### src/rtl/adc_8ch_responder_if.sv
// rtl/adc_8ch_responder_if.sv - serial link between ADC/mux master and responder
interface adc_8ch_responder_if;
    logic SCLK;
    logic CS_ADC;
    logic CD_MUX;
    logic DIN;
    logic DOUT;

    modport master (output SCLK, output CS_ADC, output CD_MUX, output DIN, input DOUT);
    modport slave  (input SCLK, input CS_ADC, input CD_MUX, input DIN, output DOUT);
endinterface

### src/rtl/adc_8ch_responder.sv
// rtl/adc_8ch_responder.sv - 8-channel ADC emulator, serial slave side; optional ADC_RESP_PATTERN_EN
module adc_8ch_responder #(
    parameter int DATA_W      = 12,
    parameter int LEAD_BITS   = 4,
    parameter int SYNC_STAGES = 2
) (
    input  logic              clk,
    input  logic              rst_l,
    adc_8ch_responder_if.slave bus,
    input  logic              WR_EN,
    input  logic [2:0]        WR_CH,
    input  logic [DATA_W-1:0] WR_DATA,
    output logic [2:0]        CHANNEL,
    output logic              FRAME_DONE,
    output logic              FRAME_ERR,
    output logic              BUSY
);
    localparam int FRAME_W = DATA_W + LEAD_BITS;
    localparam logic [4:0] LAST_BIT = 5'(FRAME_W - 1);

    typedef enum logic [2:0] {IDLE, HUNT, CHAN, TAIL, ARMED, SHIFT, DONE} state_t;

    // Synchronizer chain, bit order {SCLK, CS_ADC, CD_MUX, DIN}
    logic [3:0] sync_q [SYNC_STAGES];
    logic       sclk_d;
    logic       mis_q;

    state_t             state, state_n;
    logic [4:0]         bitcnt, bitcnt_n;
    logic [2:0]         ch_sr, ch_sr_n;
    logic [FRAME_W-1:0] frame_sr, frame_sr_n;
    logic               dout_q, dout_n;
    logic               busy_q, busy_n;
    logic [2:0]         channel_q, channel_n;
    logic               err_q, err_n;
    logic [DATA_W-1:0]  table_q [8];
    logic [DATA_W-1:0]  sample_sel;

    logic sclk_s, cs_s, cd_s, din_s;
    logic sclk_rise, sclk_fall, prog, data, mis_now;
    logic [4:0] bitcnt_inc;

    assign {sclk_s, cs_s, cd_s, din_s} = sync_q[SYNC_STAGES-1];
    assign sclk_rise  = sclk_s & ~sclk_d;
    assign sclk_fall  = ~sclk_s & sclk_d;
    assign prog       = cs_s & cd_s;
    assign data       = ~cs_s & ~cd_s;
    assign mis_now    = cs_s ^ cd_s;
    assign bitcnt_inc = (bitcnt == 5'h1f) ? bitcnt : bitcnt + 5'd1;

    assign bus.DOUT   = dout_q;
    assign CHANNEL    = channel_q;
    assign FRAME_DONE = (state == DONE);
    assign FRAME_ERR  = err_q;
    assign BUSY       = busy_q;

    // Bring the asynchronous serial inputs into the clk domain
    always_ff @(posedge clk) begin
        if (!rst_l) begin
            for (int i = 0; i < SYNC_STAGES; i++) sync_q[i] <= '0;
            sclk_d <= 1'b0;
            mis_q  <= 1'b0;
        end else begin
            sync_q[0] <= {bus.SCLK, bus.CS_ADC, bus.CD_MUX, bus.DIN};
            for (int i = 1; i < SYNC_STAGES; i++) sync_q[i] <= sync_q[i-1];
            sclk_d <= sclk_s;
            mis_q  <= mis_now;
        end
    end

    // Sample table, writable in every state
    always_ff @(posedge clk) begin
        if (!rst_l) begin
            for (int i = 0; i < 8; i++) table_q[i] <= '0;
        end else if (WR_EN) begin
            table_q[WR_CH] <= WR_DATA;
        end
    end

`ifdef ADC_RESP_PATTERN_EN
    logic [8:0] frame_cnt;

    // Completed-frame counter that feeds the test pattern
    always_ff @(posedge clk) begin
        if (!rst_l)          frame_cnt <= '0;
        else if (FRAME_DONE) frame_cnt <= frame_cnt + 9'd1;
    end

    assign sample_sel = {ch_sr, frame_cnt[DATA_W-4:0]};
`else
    assign sample_sel = table_q[ch_sr];
`endif

    // FSM and datapath registers
    always_ff @(posedge clk) begin
        if (!rst_l) begin
            state     <= IDLE;
            bitcnt    <= '0;
            ch_sr     <= '0;
            frame_sr  <= '0;
            dout_q    <= 1'b0;
            busy_q    <= 1'b0;
            channel_q <= '0;
            err_q     <= 1'b0;
        end else begin
            state     <= state_n;
            bitcnt    <= bitcnt_n;
            ch_sr     <= ch_sr_n;
            frame_sr  <= frame_sr_n;
            dout_q    <= dout_n;
            busy_q    <= busy_n;
            channel_q <= channel_n;
            err_q     <= err_n;
        end
    end

    // Next-state logic; phase checks take priority over SCLK edges
    always_comb begin
        state_n    = state;
        bitcnt_n   = bitcnt;
        ch_sr_n    = ch_sr;
        frame_sr_n = frame_sr;
        dout_n     = dout_q;
        busy_n     = busy_q;
        channel_n  = channel_q;
        err_n      = 1'b0;

        if (state != IDLE && mis_now && mis_q) begin
            state_n = IDLE;
            err_n   = 1'b1;
            dout_n  = 1'b0;
            busy_n  = 1'b0;
        end else begin
            case (state)
                IDLE: begin
                    // The first rise already carries a DIN bit; a start bit here is not lost
                    if (sclk_rise && prog) begin
                        busy_n   = 1'b1;
                        bitcnt_n = '0;
                        state_n  = din_s ? CHAN : HUNT;
                    end
                end
                HUNT: begin
                    if (!prog) begin
                        state_n = IDLE;
                        err_n   = 1'b1;
                        dout_n  = 1'b0;
                        busy_n  = 1'b0;
                    end else if (sclk_rise && din_s) begin
                        state_n  = CHAN;
                        bitcnt_n = '0;
                    end
                end
                CHAN: begin
                    if (!prog) begin
                        state_n = IDLE;
                        err_n   = 1'b1;
                        dout_n  = 1'b0;
                        busy_n  = 1'b0;
                    end else if (sclk_rise) begin
                        ch_sr_n  = {ch_sr[1:0], din_s};
                        bitcnt_n = bitcnt_inc;
                        if (bitcnt == 5'd2) state_n = TAIL;
                    end
                end
                TAIL: begin
                    if (data) begin
                        state_n    = ARMED;
                        channel_n  = ch_sr;
                        frame_sr_n = {{LEAD_BITS{1'b0}}, sample_sel};
                        bitcnt_n   = '0;
                    end
                end
                ARMED, SHIFT: begin
                    if (prog) begin
                        state_n = IDLE;
                        err_n   = 1'b1;
                        dout_n  = 1'b0;
                        busy_n  = 1'b0;
                    end else if (sclk_rise) begin
                        dout_n     = frame_sr[FRAME_W-1];
                        frame_sr_n = {frame_sr[FRAME_W-2:0], 1'b0};
                        state_n    = SHIFT;
                    end else if (sclk_fall && state == SHIFT) begin
                        if (bitcnt == LAST_BIT) state_n = DONE;
                        else                    bitcnt_n = bitcnt_inc;
                    end
                end
                DONE: begin
                    dout_n  = 1'b0;
                    busy_n  = 1'b0;
                    state_n = IDLE;
                end
                default: state_n = IDLE;
            endcase
        end
    end
endmodule
### src/flat_wrapper.sv
// flat-port wrapper written by rule: the top's interface ports become plain ports
module adc_8ch_responder_flat 
#(
    parameter int DATA_W      = 12,
    parameter int LEAD_BITS   = 4,
    parameter int SYNC_STAGES = 2
)
  (clk, rst_l, WR_EN, WR_CH, WR_DATA, CHANNEL, FRAME_DONE, FRAME_ERR, BUSY, bus_SCLK, bus_CS_ADC, bus_CD_MUX, bus_DIN, bus_DOUT);
  adc_8ch_responder_if bus_i ();
  input  logic clk;
  input  logic rst_l;
  input  logic WR_EN;
  input  logic [2:0] WR_CH;
  input  logic [DATA_W-1:0] WR_DATA;
  output logic [2:0] CHANNEL;
  output logic FRAME_DONE;
  output logic FRAME_ERR;
  output logic BUSY;
  input wire logic [$bits(bus_i.SCLK)-1:0] bus_SCLK;
  input wire logic [$bits(bus_i.CS_ADC)-1:0] bus_CS_ADC;
  input wire logic [$bits(bus_i.CD_MUX)-1:0] bus_CD_MUX;
  input wire logic [$bits(bus_i.DIN)-1:0] bus_DIN;
  output wire logic [$bits(bus_i.DOUT)-1:0] bus_DOUT;
  assign bus_i.SCLK = bus_SCLK;
  assign bus_i.CS_ADC = bus_CS_ADC;
  assign bus_i.CD_MUX = bus_CD_MUX;
  assign bus_i.DIN = bus_DIN;
  assign bus_DOUT = bus_i.DOUT;
  adc_8ch_responder #(.DATA_W(DATA_W), .LEAD_BITS(LEAD_BITS), .SYNC_STAGES(SYNC_STAGES)) u_core (.clk(clk), .rst_l(rst_l), .bus(bus_i), .WR_EN(WR_EN), .WR_CH(WR_CH), .WR_DATA(WR_DATA), .CHANNEL(CHANNEL), .FRAME_DONE(FRAME_DONE), .FRAME_ERR(FRAME_ERR), .BUSY(BUSY));
endmodule
### config.mk
export PLATFORM = sky130hd
export DESIGN_NAME = adc_8ch_responder_flat
export DESIGN_NICKNAME = d
export VERILOG_FILES = /design/src/rtl/adc_8ch_responder_if.sv /design/src/rtl/adc_8ch_responder.sv /design/src/flat_wrapper.sv
export SDC_FILE = /design/constraint.sdc
export NUM_CORES = 1
export LEC_CHECK = 0
export ABC_CLOCK_PERIOD_IN_PS = 3160
export BUFFER_PORTS_ARGS = -buffer_cell sky130_fd_sc_hd__buf_4
export CORE_MARGIN = 2
export CORE_UTILIZATION = 60
export DETAILED_ROUTE_END_ITERATION = 6
export GPL_TIMING_DRIVEN = 0
export PLACE_DENSITY = 0.78
export SLEW_MARGIN = 10
export SYNTH_ARGS = -nofsm -noshare
export SYNTH_HDL_FRONTEND = slang
export SYNTH_SLANG_ARGS = --single-unit
### constraint.sdc
create_clock -name clk -period 3.16 [get_ports clk]
set_input_delay 0.158 -clock clk [delete_from_list [all_inputs] [get_ports clk]]
set_output_delay 0.158 -clock clk [all_outputs]
set_load 0.01 [all_outputs]
# --- After elaboration in Yosys (flattened, before gate mapping) ---
# Memory sizes are Yosys's and may differ from the RTL's. A register that Yosys moved wholly into a read port is not among the register bits.
# Index checks and enable logic that the tools add are counted.
word_totals:
  ram_bits: 104
  latch_bits: 0
  ff_bits: 35
  romBits: 0
  memories: 2
  output_inout_bits: 7
op_classes:
  div_mod_pow: 0
  n_lt_le_gt_ge: 0
  n_mux: 52
  mul: 0
  n_eq_ne: 28
  bitwise_logic: 13
  n_reduce_logical: 22
  add_sub_neg: 1
  shift: 0
memory_table:
  columns: ["name", "words", "width", "rd", "rd_clocked_by_memory_dff", "write_ports", "line_no", "rtl"]
  rows:
  - ["u_core.table_q", 8, 12, 1, 1, 8, "adc_8ch_responder.sv:36", "logic [DATA_W-1:0] table_q [8];"]
  - ["u_core.sync_q", 2, 4, 2, 0, 2, "adc_8ch_responder.sv:24", "logic [3:0] sync_q [SYNC_STAGES];"]
op_table:
  columns: ["cell", "n"]
  rows:
  - ["2-to-1 mux 5 bit", 11]
  - ["2-to-1 mux 16 bit", 3]
  - ["2-to-1 mux 3 bit", 14]
  - ["case mux 16 bit (2 select lines)", 1]
  - ["case mux 5 bit (5 select lines)", 1]
  - ["!= test 2 x 1 -> 1 bit, second input constant", 9]
  - ["case mux 3 bit (5 select lines)", 1]
  - ["2-to-1 mux 1 bit", 14]
  - ["2-to-1 mux 12 bit", 1]
  - ["AND reduction 12 bit", 1]
  - ["OR reduction 12 bit", 1]
  - ["== test 3 bit, second input constant", 3]
  - ["2-to-1 mux 4 bit", 2]
  - ["!= test 2 bit, second input constant", 4]
  - ["!= test 4 x 1 -> 1 bit, second input constant", 2]
  - ["AND reduction 4 bit", 2]
  - ["AND reduction 7 bit", 1]
  - ["== test 3 x 2 -> 1 bit, second input constant", 2]
  - ["!= test 3 bit, second input constant", 2]
  - ["NOT 1 bit", 6]
  - ["AND reduction 3 bit", 2]
  - ["nonzero test 3 bit", 2]
  - ["OR reduction 2 bit", 3]
  - ["adder 5 x 1 -> 5 bit, second input constant", 1]
  - ["19 further kinds", 27]

# --- Longest topological paths before layout ---
# An unclocked memory read counts as a cell.
depth:
  word_depth: 8
  ltp_mapped: 8
  depth_no_buf: 8

# --- Least setup slack after synthesis ---
# No wires, ideal clock.
synth_path:
  kind: "register to register"
  startpoint: "register u_core.bitcnt[0]"
  endpoint: "register u_core.bitcnt[3]"
  n_path_buf: 0
  arrival_ps: 2288
  setup_time_ps: 75
  path_slack_ps: 797
  path_stages_with_launch: 9
  path_cell_list: "dfxtp_1 -> ha_1 -> and3_1 -> ha_1 -> or4b_1 -> o21ai_2 -> nand2_2 -> or4_4 -> o22ai_1"
synth_between:
  elab_chain_len: 7
  word_cells_on_any_way: 13
  classes_between: "add/sub (1); eq/ne (3); mux (8); reduce/logical (1)"
synth_lines:
  columns: ["element", "line_no", "rtl"]
  rows:
  - ["from (decl)", "adc_8ch_responder.sv:29", "logic [4:0] bitcnt, bitcnt_n;"]
  - ["from (signal assigned)", "adc_8ch_responder.sv:107", "bitcnt <= bitcnt_n;"]
  - ["adder 5 x 1 -> 5 bit / == test 5 bit (equally long branches)", "adc_8ch_responder.sv:49", "assign bitcnt_inc = (bitcnt == 5'h1f) ? bitcnt : bitcnt + 5'd1;"]
  - ["2-to-1 mux 5 bit", "adc_8ch_responder.sv:49", null]
  - ["2-to-1 mux 5 bit", "adc_8ch_responder.sv:185", "if (bitcnt == LAST_BIT) state_n = DONE;"]
  - ["2-to-1 mux 5 bit", "adc_8ch_responder.sv:184", "end else if (sclk_fall && state == SHIFT) begin"]
  - ["2-to-1 mux 5 bit", "adc_8ch_responder.sv:180", "end else if (sclk_rise) begin"]
  - ["2-to-1 mux 5 bit", "adc_8ch_responder.sv:175", "if (prog) begin"]
  - ["case mux 5 bit (5 select lines)", "adc_8ch_responder.sv:134", "case (state)"]
# Several ways; a longest one is shown, not always the timed one. The select of a mux whose other input is x is not followed.
# A chain may end at the register's enable or synchronous reset.

# --- Final worst setup path ---
# Same ends and word-level chain as after synthesis.

==> summary.md <==
| Metric | Value |
|---|---|
| Status | finished clean |
| Remaining antenna violation count | 0 |
| Netlist cell types | 53 |
| Number of synthesized flops with an enable pin | 96 |
| CP max-delay cell | or4b_1 |
| NetSw | just over 1000 uW |
| Setup TNS | 0 ns |
| Post-synthesis sequential area ratio | around three fifths |
| Metal3 WL | ~740 um |
| Mapped Avg Cell Area | 12.3 um2 |
| Htree depth | 4 |
| Worst-Skew Late Latency | approximately 0.5 ns |
| Power per Cell Area | ~580 mW/mm2 |
| Core area | approximately 0.010 mm2 |
| Switching Fraction | 23.4% |
| Initial antenna violation count | 0 |
| CTS Buffer Depth | 2 |
| Grt ovf | 0 |
| Mean routed wirelength per cell | 19.1 um |
| First-pass GRT wire length | between 20000 and 25000 um |
| CTS Buf Count | 17 |
| Vias in the first global route | between 4000 and 5000 |
| Initial Util | between 60 and 70% |
| Site Rows | 37 |
| Layout cells sized above 1 | 16.6% |
| FMAX | roughly 0.4 GHz |
| CP Capture Type | flip-flop |
| Clock Root Buffer | clkbuf_8 |
| Max FO, Critical Path | 5 |
| Main synth FF type | edfxtp_1 |
| Die height | about 110 um |
| TritonCTS Sinks | roughly 140 |
| Logic pwr share | 10.3% |
| DRT iter0 DRCs | around 300 |
| CTS tree | yes |
| DP HPWL | 9700 um |
| Largest net degree at the start of global routing | 17 |
| Leakage | 0.00282 uW |
| Top Metal Used | met4 |
| Max VDD drop | between 300 and 400 uV |
| XOR/XNOR Fraction of Synth Area | less than 1% |
| Min Hold Slack | roughly 0.14 ns |
| Rel. slew slack | 39.6% |
| Fill count | slightly above 700 |
| Mux cell area share after synthesis | a little under an eighth |
| Hold_buf cts | 16 |
| Clk network pwr share | a little over two fifths |
| Die span in x | ~110 um |
| Min Tclk post-route | approximately 2.6 ns |
| Die area | about 0.012 mm2 |
| Antenna cells | 0 |
| Drt pass-1 iters | 6 |
| Cells along the critical path | ha_1 -> and3_1 -> ha_1 -> or4b_1 -> o21ai_2 -> nand2_2 -> or4_4 -> o22ai_1 |
| Critical path launch point type | flip-flop |
| Final worst path period share | between 80% and 90% |
| Slew Limit Fails | 0 |
| WL final | around 14000 um |
| Placement Cell Area | approximately 0.0069 mm2 |
| Post-layout util | roughly three quarters |
| Worst slew pin tran | 0.904 ns |
| Max-cap violations | 0 |
| Clock-pin slew on the worst setup and hold paths | approximately 0.06 ns |
| RSZ-0062 raised after global routing | no |
| Post_cts resized | 0 |
| Simple-gate portion of the synthesized area | 19.7% |
| Area growth, synth to finish | 17.5% |
| Final setup vio count | 0 |
| Cell area after synthesis | between 0.006 and 0.007 mm2 |
| Area of the multi-input gates | about 0.0025 mm2 |
| FF+latch count, synth | ~140 |
| Vias | around 4400 |
| Total track usage | between 20% and 30% |
| Sequential fraction of design power | between 40% and 50% |
| Kind of critical path | reg -> reg |
| Worst Path Required | around 3.6 ns |
| Post-Syn Nets | 555 |
| Wl on met1 | 5840 um |
| Port bufs | 28 |
| Synth Area in Compound Gates | 6.59% |
| Critical Path Max Stage Delay | between 0.5 and 0.6 ns |
| P_int | ~3400 uW |
| Drt via density | 5.95 |
| Post-CTS Setup Repair Bufs | 0 |
| Placer Congestion | about 0.94 |
| Drt drc | 0 |
| Mapped Cells | approximately 530 |
| Hold Vio Cnt, Final | 0 |
| I/O Pins | 29 |
| Critical Path AT | 3.01 ns |
| Post-synth ARST share | 0% |
| Min-delay worst type | in -> reg |
| WL met2 | ~7300 um |
| Reg area | between 0.003 and 0.004 mm2 |
| Setup Skew | between 0.007 and 0.008 ns |
| # nets final | around 620 |
| Yosys warnings | 0 |
| Finished Cell Area | roughly 0.0076 mm2 |
| Synth Area in Adders | approximately 1.2% |
| Crit path top cell by count | ha_1 |
| Main combinational cell family by area after synthesis | simple AND/OR/NAND/NOR gates |
==> cells by family after synthesis <==
| kind of cell | count (synthesis) |
|---|---|
| AO/OA/AOI/OAI | 63 |
| XOR/XNOR | 1 |
| adder cells (fa/ha/maj) | 6 |
| buffers and inverters | 40 |
| flip-flops | 142 |
| multiplexers | 43 |
| AND/OR/NAND/NOR | 232 |
==> critical path: cells and delay by family, from the launching register on <==
kind            cells  cell delay [ns]
fa+ha+maj           2             0.47
compound gates      2             0.34
simple gates        4             1.34
flops               1             0.34
==> cell usage after synthesis, drive strengths merged, types with 8 or more instances <==
master | count | area (um2)
a21oi | 15 | 75.1
and2 | 109 | 682
buf | 14 | 70.1
clkbuf | 18 | 67.6
dfxtp | 46 | 921
edfxtp | 96 | 2880
inv | 8 | 30.0
mux2i | 18 | 180
mux4 | 24 | 541
nand2 | 39 | 149
nand2b | 9 | 56.3
nand3 | 18 | 90.1
nor2 | 27 | 101
o2111ai | 12 | 105
o21ai | 15 | 78.8
==> cells in the final DEF, fill, tap and decap left out, types with 3 or more instances in the layout <==
cell	count
and2_1	108
edfxtp_1	96
nor2b_1	4
clkinv_2	4
nor2_1	27
nand4_1	3
clkbuf_16	16
clkbuf_1	20
o2111ai_1	12
a21oi_1	15
mux2i_1	18
dlygate4sd3_1	16
buf_2	8
buf_4	32
nand3_1	18
buf_6	3
nand3b_1	3
nor3_1	6
buf_1	5
nand2_1	38
dfxtp_1	46
mux4_2	24
o21ai_0	8
ha_1	6
nand2b_1	9
clkinvlp_4	4
inv_1	8
o21ai_1	6
==> per-layer routing <==
| metal | track usage (%) | vias to the layer above |
|---|---|---|
| met5 | 0 | - |
| met4 | 11.0 | 0 |
| met3 | 5.12 | 37 |
| met2 | 45.9 | 163 |
| met1 | 32.1 | 2163 |
| li1 | - | 2061 |
==> power groups by stage <==
| stage | clock network (uW) | registers (uW) | logic [uW] |
|---|---|---|---|
| after detailed placement | 0 | 2160 | 427 |
| after floorplan | 0 | 2150 | 291 |
| after global placement | 0 | 2160 | 404 |
| final | 1840 | 2120 | 454 |
| after CTS | 1850 | 2120 | 445 |
| after global routing | 1940 | 2130 | 494 |
==> per-stage QoR <==
step | cells | worst slack, ns | power [uW]
finish | 744 | 0.596 | 4420
global route | 744 | 0.502 | 4570
CTS | 744 | 0.612 | 4420
detailed placement | 697 | 0.635 | 2590
global placement | 691 | 0.618 | 2560
floorplan | 527 | 0.797 | 2440
==> cell type report <==
class,count,area share [%]
plain buffers,32,1.80
clock buffers,19,5.52
clock inverters,12,1.61
inverters,8,0.393
multi-input cells,345,33.1
flip-flops and latches,142,49.8
well taps,136,2.23
repair buffers,50,5.54
==> worst paths after layout <==
| path | start | end | slack, ns | depth (start not counted) |
|---|---|---|---|---|
| hold / removal | WR_CH[1] | u_core.table_q[4][0] | 0.14 | 3 |
| setup reg to reg | u_core.bitcnt[0] | u_core.bitcnt[3] | 0.60 | 8 |
| setup / recovery | u_core.bitcnt[0] | u_core.bitcnt[3] | 0.60 | 8 |
| hold reg to reg | u_core.sync_q[0][2] | u_core.sync_q[0][6] | 0.43 | 1 |
==> flip-flops by register name, summed over array words and instances, names as in the netlist, named ones only <==
name / count
u_core.mis_q: 1
u_core.sclk_d: 1
u_core.FRAME_ERR: 1
u_core.CHANNEL: 3
u_core.frame_sr: 16
u_core.sync_q: 8
u_core.ch_sr: 3
u_core.bitcnt: 5
u_core.BUSY: 1
u_core.state: 3
u_core.table_q: 96
u_core.bus.DOUT: 1
No activity file was read; power rests on OpenSTA's default activity.
